**src/rtl/if_fetch_queue.sv**
```systemverilog
// Fetch queue: DEPTH-entry circular FIFO of {pc, instr} between instruction memory and decode,
// with head pre-decode (rs1, rs2, store flag). Define IF_FETCH_QUEUE_BYPASS_EN for the zero-latency empty-queue path.
module if_fetch_queue #(
   parameter  int XLEN  = 32,
   parameter  int DEPTH = 4,
   localparam int PTR_W = $clog2(DEPTH)
) (
   input  logic             clk,
   input  logic             rst,
   input  logic             flush,
   input  logic             in_valid,
   output logic             in_ready,
   input  logic [XLEN-1:0]  in_pc,
   input  logic [XLEN-1:0]  in_instr,
   output logic             out_valid,
   input  logic             out_ready,
   output logic [XLEN-1:0]  out_pc,
   output logic [XLEN-1:0]  out_instr,
   output logic [4:0]       out_rs1,
   output logic [4:0]       out_rs2,
   output logic             out_memwrite,
   output logic [PTR_W:0]   count
);

   localparam logic [PTR_W:0] FULL_CNT  = (PTR_W+1)'(DEPTH);
   localparam logic [6:0]     OP_STORE  = 7'b0100011;

   logic [XLEN-1:0]  pc_mem_q    [DEPTH];
   logic [XLEN-1:0]  instr_mem_q [DEPTH];

   logic [PTR_W-1:0] wr_ptr_q, wr_ptr_d;
   logic [PTR_W-1:0] rd_ptr_q, rd_ptr_d;
   logic [PTR_W:0]   count_q, count_d;

   logic             empty;
   logic             push;
   logic             pop;
   logic             head_valid;
   logic [XLEN-1:0]  head_pc;
   logic [XLEN-1:0]  head_instr;

   assign empty    = (count_q == '0);
   assign in_ready = (count_q != FULL_CNT);
   // Storage pop only; a bypassed entry never touches the array or the pointers.
   assign pop      = ~empty & out_ready;

`ifdef IF_FETCH_QUEUE_BYPASS_EN
   logic bypass;

   assign bypass     = empty & ~flush & in_valid;
   assign head_valid = ~empty | bypass;
   assign head_pc    = empty ? in_pc    : pc_mem_q[rd_ptr_q];
   assign head_instr = empty ? in_instr : instr_mem_q[rd_ptr_q];
   assign push       = in_valid & in_ready & ~(bypass & out_ready);
`else
   assign head_valid = ~empty;
   assign head_pc    = pc_mem_q[rd_ptr_q];
   assign head_instr = instr_mem_q[rd_ptr_q];
   assign push       = in_valid & in_ready;
`endif

   // NOTE: every variable gets its default before any branch, so no path leaves it unassigned and no latch is inferred.
   always_comb begin
      wr_ptr_d = wr_ptr_q;
      rd_ptr_d = rd_ptr_q;
      count_d  = count_q;
      if (flush) begin
         wr_ptr_d = '0;
         rd_ptr_d = '0;
         count_d  = '0;
      end else begin
         if (push) wr_ptr_d = wr_ptr_q + 1'b1;
         if (pop)  rd_ptr_d = rd_ptr_q + 1'b1;
         if (push && !pop)      count_d = count_q + 1'b1;
         else if (pop && !push) count_d = count_q - 1'b1;
      end
   end

   // NOTE: state registers use non-blocking assignments so all flops update together from pre-edge values.
   always_ff @(posedge clk or posedge rst) begin
      if (rst) begin
         wr_ptr_q <= '0;
         rd_ptr_q <= '0;
         count_q  <= '0;
      end else begin
         wr_ptr_q <= wr_ptr_d;
         rd_ptr_q <= rd_ptr_d;
         count_q  <= count_d;
      end
   end

   // NOTE: the storage array has no reset; count gates every read, so stale contents are never observed.
   always_ff @(posedge clk) begin
      if (push && !flush) begin
         pc_mem_q[wr_ptr_q]    <= in_pc;
         instr_mem_q[wr_ptr_q] <= in_instr;
      end
   end

   assign out_valid    = head_valid;
   assign out_pc       = head_valid ? head_pc    : '0;
   assign out_instr    = head_valid ? head_instr : '0;
   assign out_rs1      = out_instr[19:15];
   assign out_rs2      = out_instr[24:20];
   assign out_memwrite = head_valid & (out_instr[6:0] == OP_STORE);
   assign count        = count_q;

endmodule

```
**config.mk**
```make
export PLATFORM = sky130hd
export DESIGN_NAME = if_fetch_queue
export DESIGN_NICKNAME = d
export VERILOG_FILES = /design/src/rtl/if_fetch_queue.sv
export SDC_FILE = /design/constraint.sdc
export NUM_CORES = 1
export LEC_CHECK = 0
export ABC_CLOCK_PERIOD_IN_PS = 5960
export BUFFER_PORTS_ARGS = -buffer_cell sky130_fd_sc_hd__buf_2
export CAP_MARGIN = 0
export CORE_MARGIN = 2
export CORE_UTILIZATION = 60
export CTS_CLUSTER_DIAMETER = 50
export CTS_CLUSTER_SIZE = 12
export DETAILED_ROUTE_END_ITERATION = 10
export MAX_ROUTING_LAYER = met4
export PLACE_DENSITY = 0.84
export SETUP_SLACK_MARGIN = 0.02
export SYNTH_ARGS = -nofsm -noshare
export SYNTH_HDL_FRONTEND = slang
export SYNTH_SLANG_ARGS = --single-unit
```
**constraint.sdc**
```tcl
create_clock -name clk -period 5.96 [get_ports clk]
set_input_delay 0.298 -clock clk [delete_from_list [all_inputs] [get_ports clk]]
set_output_delay 0.298 -clock clk [all_outputs]
set_load 0.03 [all_outputs]
```
# Word-level counts from Yosys, hierarchy flattened
# Memories as Yosys holds them, arrays and structs flattened.
# Index checks and enable logic that the tools add are counted.
word_totals:
  register_bits: 7
  ram_bits: 256
  wordCells: 36
  mem_count: 2
mem_list:
  columns: ["name", "words", "width", "rd", "rd_ports_with_merged_regs", "wr", "line_no", "text"]
  rows:
  - ["instr_mem_q", 4, 32, 1, 0, 1, "29", "logic [XLEN-1:0] instr_mem_q [DEPTH];"]
  - ["pc_mem_q", 4, 32, 1, 0, 1, "28", "logic [XLEN-1:0] pc_mem_q [DEPTH];"]
classes:
  n_reduce_logical: 10
  muxes: 11
  bitwise: 4
  add_sub_neg: 4
  n_eq_ne: 2
op_table:
  columns: ["op", "n"]
  rows:
  - ["32-bit two-way mux", 2]
  - ["3-bit two-way mux", 3]
  - ["2-bit two-way mux", 4]
  - ["7-bit by 6-bit == test with 1-bit output, second input constant", 1]
  - ["2-bit by 1-bit adder with 2-bit output, second input constant", 2]
  - ["2-bit nonzero test", 2]
  - ["3-bit by 1-bit adder with 3-bit output, second input constant", 1]
  - ["1-bit bitwise AND", 3]
  - ["1-bit logical AND", 3]
  - ["1-bit logical NOT", 3]
  - ["3-bit logical NOT", 1]
  - ["3-bit != test, second input constant", 1]
  - ["3-bit nonzero test", 1]
  - ["3-bit by 1-bit subtractor with 3-bit output, second input constant", 1]
  - ["1-bit two-way mux", 2]
  - ["1-bit inverter", 1]

# Logic depth before layout (Yosys ltp)
# Gate-level depths: netlist (run 1).
depth:
  word_depth: 7
  ltp_mapped: 8
  mapped_depth_nobuf: 8

# Worst setup path after synthesis (run 1)
# OpenSTA, ideal clock, no wires.
synth_path:
  path_kind: "register to register"
  startpoint: "reg count_q[2], in the netlist count[2]"
  endpoint: "mem instr_mem_q[0][0], enable pin"
  setup_slack_ps: 2842
  n_path_buf: 0
  t_required_ps: 5531
  arrival_time_ps: 2689
  stages_incl_launch_ff: 5
  path_cell_list: "dfrtp_1 or3b_4 nand2_8 nor2_1 and2_1"
synth_between:
  elab_chain_cells: 5
synth_lines:
  columns: ["element", "line_no", "text"]
  rows:
  - ["start, declared", "33", "logic [PTR_W:0] count_q, count_d;"]
  - ["start signal, assigned", "88", "count_q <= count_d;"]
  - ["3-bit != test", "43", "assign in_ready = (count_q != FULL_CNT);"]
  - ["net in_ready", "12", "output logic in_ready,"]
  - ["1-bit bitwise AND", "59", "assign push = in_valid & in_ready;"]
  - ["1-bit logical AND", "94", "if (push && !flush) begin"]
  - ["1-bit two-way mux", "94", null]
  - ["1-bit two-way mux (not written as such)", "96", "instr_mem_q[wr_ptr_q] <= in_instr;"]
  - ["end, declared", "29", null]
# The timed path passes the listed nets, and every way through them passes these cells.

# Worst setup path after layout (run 1)
layout_path:
  startpoint: "reg rd_ptr_q[1]"
  endpoint: "out out_memwrite"
layout_between:
  elab_chain_cells: 4
layout_lines:
  columns: ["element", "line_no", "text"]
  rows:
  - ["start, declared", "32", "logic [PTR_W-1:0] rd_ptr_q, rd_ptr_d;"]
  - ["start signal, assigned", "87", "rd_ptr_q <= rd_ptr_d;"]
  - ["memory read 4 x 32 bit", null, null]
  - ["32-bit two-way mux", "102", "assign out_instr = head_valid ? head_instr : '0;"]
  - ["7-bit by 6-bit == test with 1-bit output", "105", "assign out_memwrite = head_valid & (out_instr[6:0] == OP_STORE);"]
  - ["1-bit bitwise AND", "105", null]
  - ["end, declared", "21", "output logic out_memwrite,"]
# Every way passes these cells.

==> summary.md, run 1 <==
| Metric | Value |
|---|---|
| Post-detailed-route count of antenna-violating nets | 0 |
| Final number of max-transition violations | 0 |
| Starting density of the core | 0.617 |
| Vias/cell | 5.62 |
| Worst min-delay path class | in2reg |
| Worst ir drop on vdd | 398 uV |
| Start point of the worst min-delay path | in_instr[26] |
| Run status | complete, no violations |
| Buffer type at the clock tree root | sky130_fd_sc_hd__clkbuf_16 |
| Post-route setup TNS | 0 ns |
| Number of rows created at floorplan | 47 |
| Critical path fanouts, max | 40 |
| Layout cell share with drive strength beyond 1 | 0.369 |
| Leakage power | roughly 4.4 nW |
| Routed wire length | between 15000 and 20000 um |
| Fill cell count | a little over 900 |
| Count of H-tree levels built during CTS | 1 |
| Net switching share of the total power | 0.346 |
| Fraction of the yosys area taken by sequential cells | 0.766 |
| Average wire length per cell after detail routing | approximately 21 um |
| CTS buffer count | 26 |
| Initial DRC Count | 356 |
| Time the final worst path needs with I/O delays and setup | roughly 3.4 ns |
| Final Hold Viols | 0 |
| Launch point of the critical path | rd_ptr_q[1] |
| Area added between synthesis and finish | 21.4% |
| Setup repair after global routing missed its margin | no |
| Logic pwr share | 0.337 |
| CP endpoint kind | output port |
| CTS tree | built |
| Max-capacitance violation count | 0 |
| CP arrival | 3.09 ns |
| Die Width | 135 um |
| Required time of the critical path | 5.66 ns |
| Pin slew with the least headroom to its limit | 1.13 ns |
| Sum of overflow across all layers after global routing | 0 |
| Overall fraction of global-route tracks in use | 0.225 |
| Detailed Place HPWL | 10100 um |
| Total power density per cell area | 452 nW/um^2 |
| DRC errors left | 0 |
| Kind of start point of the critical path | register |
| Max Clock Skew | 0.0129 ns |
| Average cell area after synthesis | 21.8 sq um |
| Clock power share | 0.257 |
| Sequential cell fraction of total power | 0.405 |
| Final setup violation count | 0 |
| Antenna violations before repair | 1 |
| Post-synthesis register bit count | 263 |
| Post-synth design cell area | 10300 sq um |
| Maximum number of pins on one net before global-route repair | between 60 and 70 |
| Post-synth net total | 546 |
| Net switching power | 1.95 mW |
| Register clock-pin slew on the reported worst setup and hold paths | 0.06 ns |
| Upper clock frequency limit | about 300 MHz |
| Sinks on the clock net | between 200 and 300 |
| Wire length of the first global-routing pass | 30100 um |
| Most common cell after layout, fill and taps aside | sky130_fd_sc_hd__edfxtp_1 |
| Area of the core | 16600 sq um |
| Type of the worst setup path | reg2out |
| Post-synthesis cell count | 472 |
| Clock latency reported for the late side of the worst-skew pair | 0.52 ns |
| Largest buffer count on any clock path | 3 |
| Core utilization of the finished layout | 0.749 |
| Reg2reg start | count[1] |
| Max-slew headroom | 0.250 |
| Warning count from the yosys run | 0 |
| IO Pins | ~150 |
| GP Congestion | 0.761 |
| Cell-internal power | 3.69 mW |
| Number of global-route vias before repair | 5350 |
| Top library cells by usage in the layout, fill and taps aside | sky130_fd_sc_hd__edfxtp_1 (256), sky130_fd_sc_hd__buf_2 (148), sky130_fd_sc_hd__and2_1 (64) |
| Vias after detailed routing | between 5000 and 6000 |
| Gates resized, CTS repair | 0 |
| Die height | 135 um |
| Number of nets in the layout | around 750 |
| Tcrit/Tclk final | 0.568 |
| 1st-pass router iterations | 4 |
| Overall die area | 18200 sq um |
| Hold WS | 0.0234 ns |
| Count of distinct cell types in the synthesized netlist | 31 |
| # port buffers | 148 |
routing by layer:
layer  track usage  vias up  wire length (um)
li1              -     2291                 -
met1         0.310     2596              8080
met2         0.363      204              9760
met3        0.0379       30              1290
met4        0.0544        0               323
met5             -        -                 0
power by group through the flow:
| stage | Sequential [mW] | Combinational (mW) | Clock [mW] |
|---|---|---|---|
| finish | 2.28 | 1.90 | 1.45 |
| global route | 2.31 | 2.02 | 1.54 |
| CTS | 2.29 | 1.91 | 1.47 |
| detailed placement | 2.33 | 1.87 | 0 |
| global placement | 2.32 | 1.85 | 0 |
| floorplan | 2.24 | 1.50 | 0 |
worst paths after layout:
kind                                       to  slack, ns  cells past startpoint
max                              out_memwrite       2.57                      5
min reg2reg                       wr_ptr_q[1]       0.59                      2
max in group asynchronous         rd_ptr_q[0]       5.41                      3
min                        instr_mem_q[2][26]       0.02                      1
max reg2reg                          count[2]       3.17                      7
min in group asynchronous            count[2]       0.28                      3
worst max-delay path, cell delays in order (launching register included):
cell and delay [ns]:
sky130_fd_sc_hd__dfrtp_2 0.98, sky130_fd_sc_hd__buf_4 0.49, sky130_fd_sc_hd__mux4_2 0.37, sky130_fd_sc_hd__nor4_1 0.28, sky130_fd_sc_hd__and4_1 0.22, sky130_fd_sc_hd__buf_2 0.19
what timing repair did:
action / 4_1_cts / 5_1_grt
hold buffers: 60 / 0
buffers inserted: 0 / 0
hold endpoints to repair: 239 / 0
synthesized netlist by cell type, drive strengths merged:
library cell  count  share of area
xor2              2         0.0017
mux4             64           0.14
clkbuf           10         0.0037
or3b              1         0.0011
a2111oi           1        0.00085
mux2i             1        0.00098
nand3             2        0.00098
buf              22          0.015
nor2             11         0.0040
dfrtp             7          0.017
mux2              2         0.0029
or3               1        0.00061
nor3              1        0.00049
and4              1        0.00085
o22ai             1        0.00061
edfxtp          256           0.75
a21oi             2        0.00098
ha                4         0.0049
xnor2             3         0.0044
inv               6         0.0022
fa                1         0.0020
and2             68          0.041
nand2             4         0.0033
nor4              1        0.00061
state kept, by name, summed over array words and instances, names as in the netlist:
signal / flops
instr_mem_q: 128
rd_ptr_q: 2
wr_ptr_q: 2
count: 3
pc_mem_q: 128
cell type report:
cell class / count / area (sq um) / area share
antenna: 1 / 2.50 / 0.000201
clock buffer: 37 / 713 / 0.0572
sequential: 263 / 7870 / 0.631
tap: 220 / 275 / 0.0221
inverter: 6 / 22.5 / 0.00181
multi-input combinational: 171 / 2200 / 0.177
clock inverter: 4 / 20.0 / 0.00161
timing repair buffer: 210 / 1360 / 0.109
through the flow:
step | cells | total power, mW | setup WS (ns) | area [sq um]
2_1_floorplan | 472 | 3.75 | 2.84 | 10300
3_3_place_gp | 810 | 4.17 | 3.06 | 11100
3_5_place_dp | 810 | 4.20 | 3.05 | 11100
4_1_cts | 911 | 5.67 | 2.50 | 12500
5_1_grt | 912 | 5.87 | 2.31 | 12500
6_report | 912 | 5.63 | 2.57 | 12500
logic make-up after synthesis:
| family | share of synthesized area |
|---|---|
| flops | 0.766 |
| xor+xnor | 0.00609 |
| fa+ha+maj | 0.00683 |
| mux | 0.145 |
| simple gates | 0.0534 |
| compound gates | 0.00244 |
| buf+inv | 0.0207 |
No activity file was read; power rests on OpenSTA's default activity.
==> inputs of run 2 (changes only) <==
--- a/config.mk
+++ b/config.mk
@@ -5,16 +5,17 @@
 export SDC_FILE = /design/constraint.sdc
 export NUM_CORES = 1
 export LEC_CHECK = 0
-export ABC_CLOCK_PERIOD_IN_PS = 5960
+export ABC_AREA = 1
+export ABC_CLOCK_PERIOD_IN_PS = 3200
 export BUFFER_PORTS_ARGS = -buffer_cell sky130_fd_sc_hd__buf_2
 export CAP_MARGIN = 0
 export CORE_MARGIN = 2
-export CORE_UTILIZATION = 60
+export CORE_UTILIZATION = 57
 export CTS_CLUSTER_DIAMETER = 50
 export CTS_CLUSTER_SIZE = 12
 export DETAILED_ROUTE_END_ITERATION = 10
 export MAX_ROUTING_LAYER = met4
-export PLACE_DENSITY = 0.84
+export PLACE_DENSITY = 0.8
 export SETUP_SLACK_MARGIN = 0.02
 export SYNTH_ARGS = -nofsm -noshare
 export SYNTH_HDL_FRONTEND = slang
==> constraint.sdc (replaced) <==
create_clock -name clk -period 3.2 [get_ports clk]
set_input_delay 0.16 -clock clk [delete_from_list [all_inputs] [get_ports clk]]
set_output_delay 0.16 -clock clk [all_outputs]
set_load 0.03 [all_outputs]
==> run 2 against run 1 <==
Against the previous run:
- total power increased by 96%
- utilization decreased by 3.6 points
- critical path type unchanged
- sequential share of layout area decreased by 1.9 points
- critical endpoint is now out_instr[24]
==> summary.md, run 2 <==
| Metric | Value |
|---|---|
| Run status | complete, no violations |
| Worst ir drop on vdd | 735 uV (+85%) |
| Gates resized, CTS repair | 0 (unchanged) |
| Hold WS | 0.0610 ns (+0.0377 ns) |
| GP Congestion | 0.852 (+12%) |
| Pin slew with the least headroom to its limit | 0.787 ns (-0.338 ns) |
| Warning count from the yosys run | 0 (unchanged) |
| R2r worst-path depth | 4 (-3) |
| Number of nets in the layout | 1120 (+49%) |
| Time the final worst path needs with I/O delays and setup | 2.73 ns |
| Largest buffer count on any clock path | 3 (unchanged) |
| Post-detailed-route count of antenna-violating nets | 0 (unchanged) |
| Die Width | 140 um (+3.5%) |
| Maximum number of pins on one net before global-route repair | 129 (+87%) |
| Average cell area after synthesis | 12.3 sq um (-43%) |
| Register clock-pin slew on the reported worst setup and hold paths | 0.06 ns (about the same) |
| Launch point of the critical path | rd_ptr_q[0] |
| Async set-or-reset flop fraction in the synthesized netlist | 0.0266 (unchanged) |
| Tcrit/Tclk final | 0.852 |
| Antenna violations before repair | 0 (-1) |
| Die height | 140 um (+3.5%) |
| Fill cell count | 1213 (+32%) |
| Number of rows created at floorplan | 49 (+4.3%) |
| Post-synthesis cell count | 849 (+80%) |
| Leakage power | 4.80 nW (+10%) |
| Final Hold Viols | 0 (unchanged) |
| Overall fraction of global-route tracks in use | 0.243 (+0.0171) |
| Count of H-tree levels built during CTS | 1 (unchanged) |
| Storage cell area | 7870 sq um (unchanged) |
| Max Clock Skew | 0.0201 ns (+0.00719 ns) |
| IO Pins | 149 (unchanged) |
| N_diodes | 0 (-1) |
| DRC errors left | 0 (unchanged) |
| Total power density per cell area | 858 nW/um^2 (+90%) |
| Required time of the critical path | 3.04 ns (-2.62 ns) |
| Final number of max-transition violations | 0 (unchanged) |
| Clock latency reported for the late side of the worst-skew pair | 0.52 ns (about the same) |
| CP endpoint kind | output port |
| Most common cell after layout, fill and taps aside | sky130_fd_sc_hd__edfxtp_1 |
| Number of enable-type register cells in the synthesized netlist | 256 (unchanged) |
| Post-CTS Repair Setup Buffers | 0 (unchanged) |
| Most frequently used cell type in the post-synthesis netlist | sky130_fd_sc_hd__edfxtp_1 |
| Critical path fanouts, max | 54 (+35%) |
| Setup repair after global routing missed its margin | no |
| Buffer type at the clock tree root | sky130_fd_sc_hd__clkbuf_16 |
| Stage delay of the slowest cell on the critical path | 0.52 ns (-0.46 ns) |
| Count of distinct cell types in the synthesized netlist | 25 (-19%) |
| Upper clock frequency limit | 367 MHz |
| Post-synth design cell area | 10500 sq um (+2.1%) |
| Kind of start point of the critical path | register |
| Post-layout total power | 11.0 mW (+96%) |
| Max-capacitance violation count | 0 (unchanged) |
| Detailed Place HPWL | 12400 um (+23%) |
| Top library cells by usage in the layout, fill and taps aside | sky130_fd_sc_hd__edfxtp_1 (256), sky130_fd_sc_hd__nor2_1 (241), sky130_fd_sc_hd__buf_2 (148) |
| Combined area of the multi-input logic cells | 2240 sq um (+1.8%) |
| 1st-pass router iterations | 5 (+1) |
| Max-slew headroom | 0.475 (+0.226) |
| Vias after detailed routing | 6968 (+36%) |
| Area of the core | 18000 sq um (+8.3%) |
| Average wire length per cell after detail routing | 17.8 um (-16%) |
| Starting density of the core | 0.581 (-0.0356) |
| Final setup violation count | 0 (unchanged) |
| Critical path cell sequence | clkinv_2, buf_4, o21ai_0, a21oi_1, buf_2 |
| Wire length of the first global-routing pass | 36400 um (+21%) |
| CTS buffer count | 27 (+3.8%) |
| Sinks on the clock net | 263 (unchanged) |
| Fraction of the yosys area taken by sequential cells | 0.750 (-0.0155) |
| Post-synth net total | 923 (+69%) |
| Core utilization of the finished layout | 0.713 (-0.0356) |
| Number of global-route vias before repair | 7165 (+34%) |
| # port buffers | 148 (unchanged) |
| Largest cells by area after synthesis | sky130_fd_sc_hd__edfxtp_1 (73%), sky130_fd_sc_hd__nor2_1 (8.8%), sky130_fd_sc_hd__o21ai_0 (5.7%), sky130_fd_sc_hd__a21oi_1 (3.0%), sky130_fd_sc_hd__dfrtp_1 (1.7%) |
| Worst min-delay path class | in2reg |
| Slowest cell on the critical path | sky130_fd_sc_hd__clkinv_2 |
| Post-placement cell area | 11400 sq um (+2.6%) |
| CP arrival | 2.57 ns (-0.52 ns) |
| Area added between synthesis and finish | 22.7% |
| Sum of overflow across all layers after global routing | 0 (unchanged) |
| Cts-stage hold buffer count | 67 (+12%) |
| Worst setup path endpoint | out_instr[24] |
| Leading area contributor after synthesis | sky130_fd_sc_hd__edfxtp_1 |
| Type of the worst setup path | reg2out |
| Post-synthesis register bit count | 263 (unchanged) |
| Post-Layout Inst Area | 12900 sq um (+3.2%) |
| Layout cell share with drive strength beyond 1 | 0.194 (-0.175) |
| Overall die area | 19500 sq um (+7.2%) |
| Vias/cell | 5.41 (-3.6%) |
| Proportion of netlist area held by the largest area contributor | 0.734 (-0.0151) |
| CTS tree | built |
| Register-to-Register Setup Slack | 1.12 ns (-2.05 ns) |
| Reg2reg start | count[2] |
| Cell types with the highest counts after synthesis | sky130_fd_sc_hd__edfxtp_1 (256), sky130_fd_sc_hd__nor2_1 (245), sky130_fd_sc_hd__o21ai_0 (120) |
| Crit Reg-Reg Endpoint | instr_mem_q[0][13] |
| Commonest register cell after synthesis | sky130_fd_sc_hd__edfxtp_1 |
| Initial DRC Count | 477 (+34%) |
| Routed wire length | 23000 um (+18%) |
==> run 2: layout make-up <==
class                      count  share of cell area
clock buffer                  36              0.0552
clock inverter                 5             0.00458
inverter                      28             0.00827
multi-input combinational    500               0.174
sequential                   263               0.612
tap                          229              0.0223
timing repair buffer         226               0.123
==> run 2: metrics by stage <==
step / std cells / TNS, ns / setup WS [ns]
floorplan: 849 / -241.57 / -0.944
global placement: 1179 / 0 / 1.13
detailed placement: 1179 / 0 / 1.01
CTS: 1287 / 0 / 0.405
global route: 1287 / 0 / 0.270
finish: 1287 / 0 / 0.473
==> run 2: kinds of logic (layout without fill, tap and decap cells) <==
group | Yosys count | after routing | synth area share
compound gates | 188 | 188 | 0.0905
xor+xnor | 2 | 2 | 0.00167
fa+ha+maj | 5 | 5 | 0.00669
buf+inv | 86 | 295 | 0.0385
flops | 263 | 263 | 0.750
simple gates | 305 | 305 | 0.112
==> run 2: worst max-delay path, delay by kind of cell (launching register included) <==
kind                   cells  cell delay, ns
AOI/OAI and AO/OA          2            0.39
DFF                        1            0.43
buffers and inverters      3            1.20
==> run 2: layer usage <==
layer,up-vias,global-route usage,routed length (um)
li1,3352,-,-
met1,3342,0.290,8890
met2,240,0.439,12300
met3,34,0.0289,1360
met4,0,0.0658,433
met5,-,-,0
==> run 2: report_power, final <==
part | switching (mW) | internal [mW]
clock | 1.17 | 1.62
sequential | 0.0730 | 4.02
combinational | 3.08 | 1.08
==> run 2: how the worst min path moves through the flow <==
stage	endpoint	from	cells after the start	slack, ns
2_1_floorplan	count[0]	rst	1	-0.04
3_3_place_gp	wr_ptr_q[1]	rst	2	0.11
3_5_place_dp	wr_ptr_q[1]	rst	2	0.11
4_1_cts	rd_ptr_q[0]	out_ready	5	0.04
5_1_grt	rd_ptr_q[0]	out_ready	5	0.06
6_report	rd_ptr_q[0]	out_ready	5	0.06
==> inputs of run 3 (changes only) <==
--- a/config.mk
+++ b/config.mk
@@ -5,7 +5,6 @@
 export SDC_FILE = /design/constraint.sdc
 export NUM_CORES = 1
 export LEC_CHECK = 0
-export ABC_AREA = 1
 export ABC_CLOCK_PERIOD_IN_PS = 3200
 export BUFFER_PORTS_ARGS = -buffer_cell sky130_fd_sc_hd__buf_2
 export CAP_MARGIN = 0
@@ -15,7 +14,7 @@
 export CTS_CLUSTER_SIZE = 12
 export DETAILED_ROUTE_END_ITERATION = 10
 export MAX_ROUTING_LAYER = met4
-export PLACE_DENSITY = 0.8
+export PLACE_DENSITY = 0.81
 export SETUP_SLACK_MARGIN = 0.02
 export SYNTH_ARGS = -nofsm -noshare
 export SYNTH_HDL_FRONTEND = slang
==> run 3 against run 2 <==
Against the previous run:
- sequential power increased by 2%
- maximum frequency decreased by 9.1%
- final cell count shrank 27%
- final area fell by 1.6%
- highest routed layer unchanged
==> summary.md, run 3 (same netlist as run 1, synthesis figures left out) <==
| Metric | Value |
|---|---|
| Run status | complete, no violations |
| IO Pins | 149 (unchanged) |
| Net switching share of the total power | 0.343 (-0.0487) |
| Max Clock Skew | 0.0108 ns (-0.00934 ns) |
| Number of rows created at floorplan | 49 (unchanged) |
| Reg2reg start | count[2] |
| Tcrit/Tclk final | 0.938 (+0.0854) |
| Detailed Place HPWL | 11500 um (-7.8%) |
| Routed wire length | 19700 um (-14%) |
| Fill cell count | 1106 (-8.8%) |
| Number of nets in the layout | 768 (-31%) |
| Sequential cell fraction of total power | 0.398 (+0.027) |
| Vias/cell | 5.58 (+3.1%) |
| 1st-pass router iterations | 4 (-1) |
| CTS tree | built |
| Final setup violation count | 0 (unchanged) |
| Number of global-route vias before repair | 5564 (-22%) |
| Net switching power | 3.60 mW (-17%) |
| DRC errors left | 0 (unchanged) |
| Layout cell share with drive strength beyond 1 | 0.374 (+0.180) |
| Overall die area | 19100 sq um (-2.0%) |
| Average wire length per cell after detail routing | 21.1 um (+18%) |
| Worst min-delay path class | in2reg |
| Die Width | 138 um (-0.99%) |
| Worst setup path endpoint | out_pc[19] |
| Most used routing layer in global routing | met2 |
| Buffer type at the clock tree root | sky130_fd_sc_hd__clkbuf_16 |
| Die height | 138 um (-0.99%) |
| Leakage power | 4.44 nW (-7.5%) |
| Kind of start point of the critical path | register |
| Cell-internal power | 6.90 mW (+2.8%) |
| Starting density of the core | 0.575 (-0.00586) |
| Area of the core | 17800 sq um (-1.0%) |
| Worst ir drop on vdd | 545 uV (-26%) |
| Pin slew with the least headroom to its limit | 0.636 ns (-0.151 ns) |
| Sum of overflow across all layers after global routing | 0 (unchanged) |
| Max-slew headroom | 0.576 (+0.101) |
| Wire length of the first global-routing pass | 30900 um (-15%) |
| R2r worst-path depth | 5 (+1) |
| Post-detailed-route count of antenna-violating nets | 0 (unchanged) |
| Antenna violations before repair | 1 (+1) |
| Max-capacitance violation count | 0 (unchanged) |
| Final number of max-transition violations | 0 (unchanged) |
| Crit Reg-Reg Endpoint | instr_mem_q[2][1] |
| Post-CTS Repair Setup Buffers | 0 (unchanged) |
| Final Hold Viols | 0 (unchanged) |
| Clock power share | 0.253 (about the same) |
| Register clock-pin slew on the reported worst setup and hold paths | 0.06 ns (about the same) |
| Met2 routing resource usage after global routing | 0.367 (-0.0717) |
| Launch point of the critical path | rd_ptr_q[0] |
| GRT met3 Usage | 0.0402 (+0.0113) |
| Required time of the critical path | 3.04 ns (about the same) |
| Area added between synthesis and finish | 23.2% |
| CP endpoint kind | output port |
| Clock latency reported for the late side of the worst-skew pair | 0.52 ns (about the same) |
| Post-layout total power | 10.5 mW (-4.8%) |
| CTS buffer count | 26 (-3.7%) |
| Initial DRC Count | 295 (-38%) |
| Time the final worst path needs with I/O delays and setup | 3.00 ns (+0.273 ns) |
| Overall fraction of global-route tracks in use | 0.217 (-0.0258) |
| Critical path fanouts, max | 31 (-43%) |
| Most common cell after layout, fill and taps aside | sky130_fd_sc_hd__edfxtp_1 |
| Logic pwr share | 0.349 (-0.028) |
| Hold WS | 0.0781 ns (+0.0171 ns) |
| Sinks on the clock net | 263 (unchanged) |
| Worst hold path stage count | 4 (-1) |
| Register-to-Register Setup Slack | 0.88 ns (-0.24 ns) |
| Met1 demand-to-capacity share in global routing | 0.277 (-0.0130) |
| Gates resized, CTS repair | 0 (unchanged) |
| CP arrival | 2.84 ns (+0.27 ns) |
| Upper clock frequency limit | 333 MHz (-9.1%) |
| Setup repair after global routing missed its margin | no |
| Total power density per cell area | 830 nW/um^2 (-3.3%) |
| Post-route setup TNS | 0 ns (unchanged) |
| Top library cells by usage in the layout, fill and taps aside | sky130_fd_sc_hd__edfxtp_1 (256), sky130_fd_sc_hd__buf_2 (148), sky130_fd_sc_hd__dlygate4sd3_1 (68) |
| Largest buffer count on any clock path | 3 (unchanged) |
| Type of the worst setup path | reg2out |
| GP Congestion | 0.714 (-16%) |
| Count of H-tree levels built during CTS | 1 (unchanged) |
| Vias after detailed routing | 5225 (-25%) |
| Maximum number of pins on one net before global-route repair | 68 (-47%) |
| # port buffers | 148 (unchanged) |
[run 3: cell count changes in the layout (fill, tap and decap cells not counted), moves of 10 or more]
| cell | delta |
|---|---|
| sky130_fd_sc_hd__inv_1 | -18 |
| sky130_fd_sc_hd__a21oi_1 | -60 |
| sky130_fd_sc_hd__nand3_1 | -10 |
| sky130_fd_sc_hd__mux4_2 | +63 |
| sky130_fd_sc_hd__o21ai_0 | -120 |
| sky130_fd_sc_hd__nor2_1 | -230 |
| sky130_fd_sc_hd__and2_1 | +64 |
| sky130_fd_sc_hd__nand2_1 | -39 |
[run 3: through the flow]
step | std cells | area, sq um | setup slack, ns | util
after floorplan | 472 | 10300 | 0.0818 | -
after global placement | 827 | 11200 | 0.717 | 0.630
after detailed placement | 827 | 11200 | 0.712 | 0.630
after CTS | 935 | 12600 | 0.155 | 0.709
after global routing | 936 | 12600 | 0.0394 | 0.709
final | 936 | 12600 | 0.200 | 0.709
[run 3: routing by layer]
layer	share of wire	up-vias	wire [um]
met5	0	-	0
met4	0.017	0	326
met3	0.066	33	1300
met2	0.53	192	10400
met1	0.39	2670	7710
li1	-	2330	-
[run 3: power by group through the flow]
stage	Sequential, mW	Clock [mW]	Combinational, mW
global route	4.21	2.85	3.90
finish	4.18	2.66	3.67
global placement	4.23	0	3.58
CTS	4.18	2.71	3.70
detailed placement	4.25	0	3.61
floorplan	4.18	0	2.80
[run 3: worst max-delay path, stage by stage (launching register included)]
cell and delay [ns]:
sky130_fd_sc_hd__dfrtp_4 0.69, sky130_fd_sc_hd__buf_4 0.60, sky130_fd_sc_hd__mux4_2 0.62, sky130_fd_sc_hd__and2_1 0.20, sky130_fd_sc_hd__buf_2 0.18
[run 3: worst min path at each step]
stage	endpoint	slack (ns)	from
2_1_floorplan	count[0]	-0.04	rst
3_3_place_gp	count[1]	0.10	rst
3_5_place_dp	count[2]	0.10	rst
4_1_cts	rd_ptr_q[1]	0.05	out_ready
5_1_grt	rd_ptr_q[1]	0.1	out_ready
6_report	rd_ptr_q[1]	0.08	out_ready
[run 3: final cells by class]
type | count | area (sq um) | share of cell area
Clock buffer | 37 | 713 | 0.0564
Tap cell | 229 | 287 | 0.0227
Sequential cell | 263 | 7870 | 0.622
Antenna cell | 1 | 2.50 | 0.000198
Multi-Input combinational cell | 171 | 2200 | 0.174
Clock inverter | 3 | 17.5 | 0.00138
Timing Repair Buffer | 226 | 1530 | 0.121
Inverter | 6 | 22.5 | 0.00178
[run 3: timing repair]
item / in CTS / in global routing
endpoints found under the setup margin: 0 / 0
hold buffers: 68 / 0
endpoints found under the hold margin: 268 / 0
